## src/rtl/adder_word_pkg.sv

```systemverilog
// -----------------------------------------------------------------------------
// adder_word_pkg
// Shared constants for the adder_word carry-lookahead adder slice.
//   GROUP_W   : width of one first-level lookahead group (adder_cla4)
//   MIN_WIDTH : smallest legal operand width for adder_word
// adder_word's WIDTH must be a multiple of GROUP_W and at least MIN_WIDTH.
// -----------------------------------------------------------------------------
package adder_word_pkg;

    localparam int GROUP_W   = 4;
    localparam int MIN_WIDTH = GROUP_W;

endpackage : adder_word_pkg

```

## src/rtl/adder_word_cla4.sv

```systemverilog
// -----------------------------------------------------------------------------
// adder_cla4
// 4-bit carry-lookahead group. All internal carries come from the lookahead
// equations of the group's bit-level propagate/generate terms, so nothing
// ripples inside the group.
// Ports:
//   a, b  : 4-bit addends
//   cin   : carry into bit 0 of the group
//   sum   : 4-bit group sum
//   pg    : group propagate (a carry into the group passes straight through)
//   gg    : group generate  (the group produces a carry-out on its own)
// -----------------------------------------------------------------------------
module adder_cla4
    import adder_word_pkg::*;
(
    input  logic [GROUP_W-1:0] a,
    input  logic [GROUP_W-1:0] b,
    input  logic               cin,
    output logic [GROUP_W-1:0] sum,
    output logic               pg,
    output logic               gg
);

    logic [GROUP_W-1:0] p;
    logic [GROUP_W-1:0] g;
    logic [GROUP_W-1:0] c;

    assign p = a ^ b;
    assign g = a & b;

    assign c[0] = cin;
    assign c[1] = g[0] | (p[0] & cin);
    assign c[2] = g[1] | (p[1] & g[0]) | (p[1] & p[0] & cin);
    assign c[3] = g[2] | (p[2] & g[1]) | (p[2] & p[1] & g[0])
                | (p[2] & p[1] & p[0] & cin);

    assign sum = p ^ c;

    // Group terms feed the second lookahead level in adder_word; the group's
    // own carry-out is produced there, not here.
    assign pg = &p;
    assign gg = g[3] | (p[3] & g[2]) | (p[3] & p[2] & g[1])
              | (p[3] & p[2] & p[1] & g[0]);

endmodule : adder_cla4

```

## src/rtl/adder_word.sv

```systemverilog
// -----------------------------------------------------------------------------
// adder_word
// Two-level carry-lookahead adder: WIDTH/4 adder_cla4 groups, with the
// inter-group carries computed by a second lookahead level from the group
// propagate/generate terms. Combinational results are also captured in an
// output register stage with asynchronous active-low reset.
// Parameter:
//   WIDTH        : operand/result width, multiple of 4, minimum 4 (default 32)
// Ports:
//   clk          : clock, registered outputs update on the rising edge
//   rst_n        : asynchronous active-low reset of the registered outputs only
//   a, b         : operands (unsigned or two's complement)
//   carry_in     : carry into bit 0
//   sum          : combinational low WIDTH bits of a + b + carry_in
//   carry_out    : combinational carry out of bit WIDTH-1
//   overflow     : combinational two's-complement overflow flag
//   sum_q        : registered sum
//   carry_out_q  : registered carry_out
//   overflow_q   : registered overflow
// -----------------------------------------------------------------------------
module adder_word
    import adder_word_pkg::*;
#(
    parameter int WIDTH = 32
) (
    input  logic             clk,
    input  logic             rst_n,
    input  logic [WIDTH-1:0] a,
    input  logic [WIDTH-1:0] b,
    input  logic             carry_in,
    output logic [WIDTH-1:0] sum,
    output logic             carry_out,
    output logic             overflow,
    output logic [WIDTH-1:0] sum_q,
    output logic             carry_out_q,
    output logic             overflow_q
);

    localparam int NG = WIDTH / GROUP_W;

    logic [NG-1:0] grp_p;
    logic [NG-1:0] grp_g;
    logic [NG:0]   grp_c;

    // First lookahead level: one 4-bit group per nibble.
    for (genvar gi = 0; gi < NG; gi++) begin : g_group
        adder_cla4 u_cla4 (
            .a   (a[gi*GROUP_W +: GROUP_W]),
            .b   (b[gi*GROUP_W +: GROUP_W]),
            .cin (grp_c[gi]),
            .sum (sum[gi*GROUP_W +: GROUP_W]),
            .pg  (grp_p[gi]),
            .gg  (grp_g[gi])
        );
    end

    // Second lookahead level: each group carry is expanded as a flat
    // sum-of-products of group generate/propagate terms and carry_in,
    //   c[i+1] = G[i] | P[i]G[i-1] | ... | P[i]..P[1]G[0] | P[i]..P[0]cin
    // so no group waits on the carry of its neighbour.
    always_comb begin : lookahead
        logic term;
        logic prod;
        logic acc;
        grp_c    = '0;
        grp_c[0] = carry_in;
        for (int i = 0; i < NG; i++) begin
            term = carry_in;
            for (int k = 0; k <= i; k++) begin
                term = term & grp_p[k];
            end
            acc = term;
            for (int j = 0; j <= i; j++) begin
                prod = grp_g[j];
                for (int k = j + 1; k <= i; k++) begin
                    prod = prod & grp_p[k];
                end
                acc = acc | prod;
            end
            grp_c[i+1] = acc;
        end
    end

    assign carry_out = grp_c[NG];

    // Signed overflow: operands share a sign that the result does not.
    assign overflow = (a[WIDTH-1] == b[WIDTH-1]) && (sum[WIDTH-1] != a[WIDTH-1]);

    // Output register stage
    always_ff @(posedge clk or negedge rst_n) begin
        if (!rst_n) begin
            sum_q       <= '0;
            carry_out_q <= 1'b0;
            overflow_q  <= 1'b0;
        end else begin
            sum_q       <= sum;
            carry_out_q <= carry_out;
            overflow_q  <= overflow;
        end
    end

endmodule : adder_word

```

## config.mk

```make
export PLATFORM = sky130hd
export DESIGN_NAME = adder_word
export DESIGN_NICKNAME = d
export VERILOG_FILES = /design/src/rtl/adder_word_pkg.sv /design/src/rtl/adder_word_cla4.sv /design/src/rtl/adder_word.sv
export SDC_FILE = /design/constraint.sdc
export NUM_CORES = 1
export LEC_CHECK = 0
export ABC_AREA = 1
export BUFFER_PORTS_ARGS = -buffer_cell sky130_fd_sc_hd__buf_2
export CAP_MARGIN = 20
export CORE_ASPECT_RATIO = 1.75
export CORE_MARGIN = 1
export CORE_UTILIZATION = 46
export DETAILED_ROUTE_END_ITERATION = 10
export PLACE_DENSITY = 0.81
export SYNTH_ARGS = -nofsm -noshare
export SYNTH_HDL_FRONTEND = slang
export SYNTH_HIERARCHICAL = 1
export SYNTH_SLANG_ARGS = --single-unit
```

## constraint.sdc

```tcl
create_clock -name clk -period 3 [get_ports clk]
set_input_delay 0.3 -clock clk [delete_from_list [all_inputs] [get_ports clk]]
set_output_delay 0.3 -clock clk [all_outputs]
set_load 0.1 [all_outputs]
```

==> impl_metrics.py <==
metrics = {
    "synthesis": {
        "synthArstFlopShare_pct": 100,
        "yosysSeqAreaShare_pct": 32.3,
        "yosysMostFrequentCell": "nand2_1",
        "yosys.area.top_type": "dfrtp_1",
        "syn_area_per_cell_um2": 8.07,
        "syn_nets": 442,
        "netlist_area_um2": 2640,
        "ys.flop_type": "dfrtp_1",
        "synthAdderAreaFrac_pct": 25.0,
        "synth_xor_area_share_pct": 5.31,
        "synth_compound_area_share_pct": 3.56,
        "synthMuxAreaShare_pct": 0,
        "synth_warnings": 6,
        "synth_top_area_share_pct": 32.3,
        "synthSimpleGateAreaFrac_pct": 23.6,
        "synth_edf_count": 0,
        "netlist_instances": 327,
        "ys_types": 20,
        "synth_top_family_by_area": "adder cells",
        "ys_ff_latch": 34,
        "synth.top_cells.by_count": "nand2_1 (76), inv_1 (71), ha_1 (40)",
        "ys_top_cells_by_area": "dfrtp_1 (32%), ha_1 (19%), nand2_1 (11%), inv_1 (10%), fa_1 (6.1%)",
    },
    "worst_setup_path": {
        "crit_family": "simple AND/OR/NAND/NOR gates",
        "cp_num_buf_inv": 3,
        "crit_fanout": 3,
        "cp_data_arrival_time_ns": 2.68,
        "crit_type": "in2out",
        "path_common_cell": "nand2_2",
        "crit_chain": "buf_2, ha_4, nand2_1, nor2_2, nor2_2, o21bai_1, nor2_1, nand2_2, nand3_2, nand2_2, nand3_4, a21boi_4, nand4_1, nand2_1, nand2_2, nand2_8, inv_4, nor2_4, nor2_4, a21oi_4, buf_12",
        "slowest_stage": "ha_4",
        "required_ns": 2.70,
        "critPathCaptureType": "primary output",
        "cpPeakStageDelay_ns": 0.26,
        "start_kind": "input pin",
    },
    "route": {
        "drtIter0Drc": 65,
        "drcViolationCount": 0,
        "vias_per_cell": 4.79,
        "drt_wl_total_mm": 7.20,
        "wl_per_cell_um": 12.6,
        "dr.pass1.iters": 4,
        "num_vias": 2723,
        "ant_nets": 0,
    },
    "global_route": {
        "track_usage_pct": 23.5,
        "grt_overflow_total": 0,
        "grt_pass1_wl_mm": 10.8,
        "antenna_found_initial": 0,
        "grt_max_degree": 35,
        "first_global_vias": 2709,
    },
    "final_layout": {
        "final_nets": 607,
        "layout-drive-gt1-share_pct": 43.8,
        "final_area_um2": 4350,
        "final_core_util_pct": 78.5,
        "fin_cells": 569,
        "area_growth_pct": 64.8,
        "n_antenna_cell": 0,
    },
    "place": {
        "dpl-instance-area_um2": 4010,
        "placedCellCount": 549,
        "finalWeightedCongestion": 0.797,
        "pre_cts_ws_ns": -0.0991,
        "portBuffers": 134,
        "hpwl_mm": 5.81,
    },
    "outcome": {
        "status": "finished, final reports clean",
    },
    "power": {
        "peakVddDrop_v": 0.000550,
        "total_power_mw": 3.40,
        "p_per_area_nw_per_um2": 782,
        "p_leak_nw": 2.41,
    },
    "timing": {
        "fin_crit_sh_pct": 99.4,
        "final.setup.worst_slack_ns": 0.0189,
        "slew_headroom_pct": 48.1,
        "hold_viol_final": 0,
        "fin_tns_setup_ns": 0,
        "min_period_ns": 2.98,
        "worst_pin_slew_ns": 0.778,
        "slew_viol_final": 0,
        "hold-worst-slack_ns": 0.0815,
        "setup_violations": 0,
        "max_freq_mhz": 335,
        "rsz0062_at_grt": "yes",
    },
    "clock_tree": {
        "cts_tree": "built",
        "numCtsBuffers": 5,
        "clk_pin_slew_ns": 0.08,
        "htree_levels": 2,
        "clkSinkCount": 34,
        "clock_path_buffers": 2,
        "cts_root_buf": "clkbuf_8",
    },
    "floorplanning": {
        "fp.dieW_um": 59.2,
        "rows": 36,
        "dieArea_um2": 6050,
        "start_util_pct": 47.6,
        "die_h_um": 102,
        "num_io_pins": 135,
        "core_area_um2": 5540,
    },
    "flow_run": {
        "cap_violations": 0,
    },
    "worst_hold_path": {
        "hold_path.class": "in2async",
    },
}
## worst max path at each step
stage                     start       end  slack, ns  cells past startpoint
after floorplan            a[6]  overflow      -0.11                     19
after global placement     a[6]  overflow       0.02                     21
after detailed placement   a[6]  overflow       -0.1                     21
after CTS                  a[6]  overflow      0.002                     21
after global routing       a[5]  overflow      -0.11                     21
final                      b[5]  overflow       0.02                     21
## per-layer routing
layer  vias to the layer above  wire length, um  share of wire (%)  track usage [%]
met2                       109             4430                 61             49.0
li1                       1333                -                  -                -
met5                         -                0                  0                0
met3                        10              416                5.8             4.81
met1                      1271             2240                 31             20.2
met4                         0              115                1.6             8.42
## state kept, by name, summed over array words and instances (netlist names)
signal,count
carry_out_q,1
overflow_q,1
sum_q,32
## what timing repair did
| item | CTS | global route |
|---|---|---|
| hold buffers | 0 | 0 |
| setup endpoints to repair | 2 | 8 |
| resized for setup | 5 | 29 |
| buffers inserted | 3 | 9 |
| pin swaps | 5 | 22 |
| cloned | 0 | 0 |
## cell type report
cell class | instances | area, um2
Multi-Input combinational cell | 221 | 1820
Tap cell | 76 | 95.1
Clock inverter | 3 | 40.0
Clock buffer | 5 | 68.8
Inverter | 72 | 275
Sequential cell | 34 | 851
Fill cell | 387 | 1190
Timing Repair Buffer | 158 | 1190
## power by group
part | switching (mW) | internal [mW] | total, mW
Sequential | 0.0228 | 0.549 | 0.572
Clock | 0.184 | 0.245 | 0.429
Combinational | 1.82 | 0.581 | 2.40
Total | 2.03 | 1.37 | 3.40
## cells by family (layout without fill, tap and decap cells)
family / after synthesis / in the layout
AND/OR/NAND/NOR: 144 / 144
buffers and inverters: 72 / 238
adder cells (fa/ha/maj): 48 / 48
flip-flops: 34 / 34
XOR/XNOR: 16 / 16
AO/OA/AOI/OAI: 13 / 13
## placed cells by master, fill, tap and decap left out, types with 2 or more instances in the layout
| cell type | count |
|---|---|
| nor2_1 | 15 |
| nand3_2 | 2 |
| dfrtp_1 | 34 |
| nor3_2 | 2 |
| ha_1 | 34 |
| xor2_2 | 6 |
| nand3_1 | 25 |
| fa_1 | 6 |
| nand2_2 | 7 |
| xor2_1 | 2 |
| fa_2 | 2 |
| nor2_2 | 6 |
| buf_2 | 110 |
| xnor2_4 | 3 |
| inv_1 | 68 |
| inv_4 | 2 |
| nor2_4 | 2 |
| nand2_1 | 71 |
| buf_6 | 2 |
| ha_4 | 5 |
| clkinv_2 | 2 |
| buf_12 | 22 |
| nand4_1 | 8 |
| nor3_1 | 3 |
| buf_4 | 24 |
| o21bai_1 | 8 |
| clkbuf_8 | 5 |
| xnor2_2 | 4 |
(Power assumes the default switching activity.)
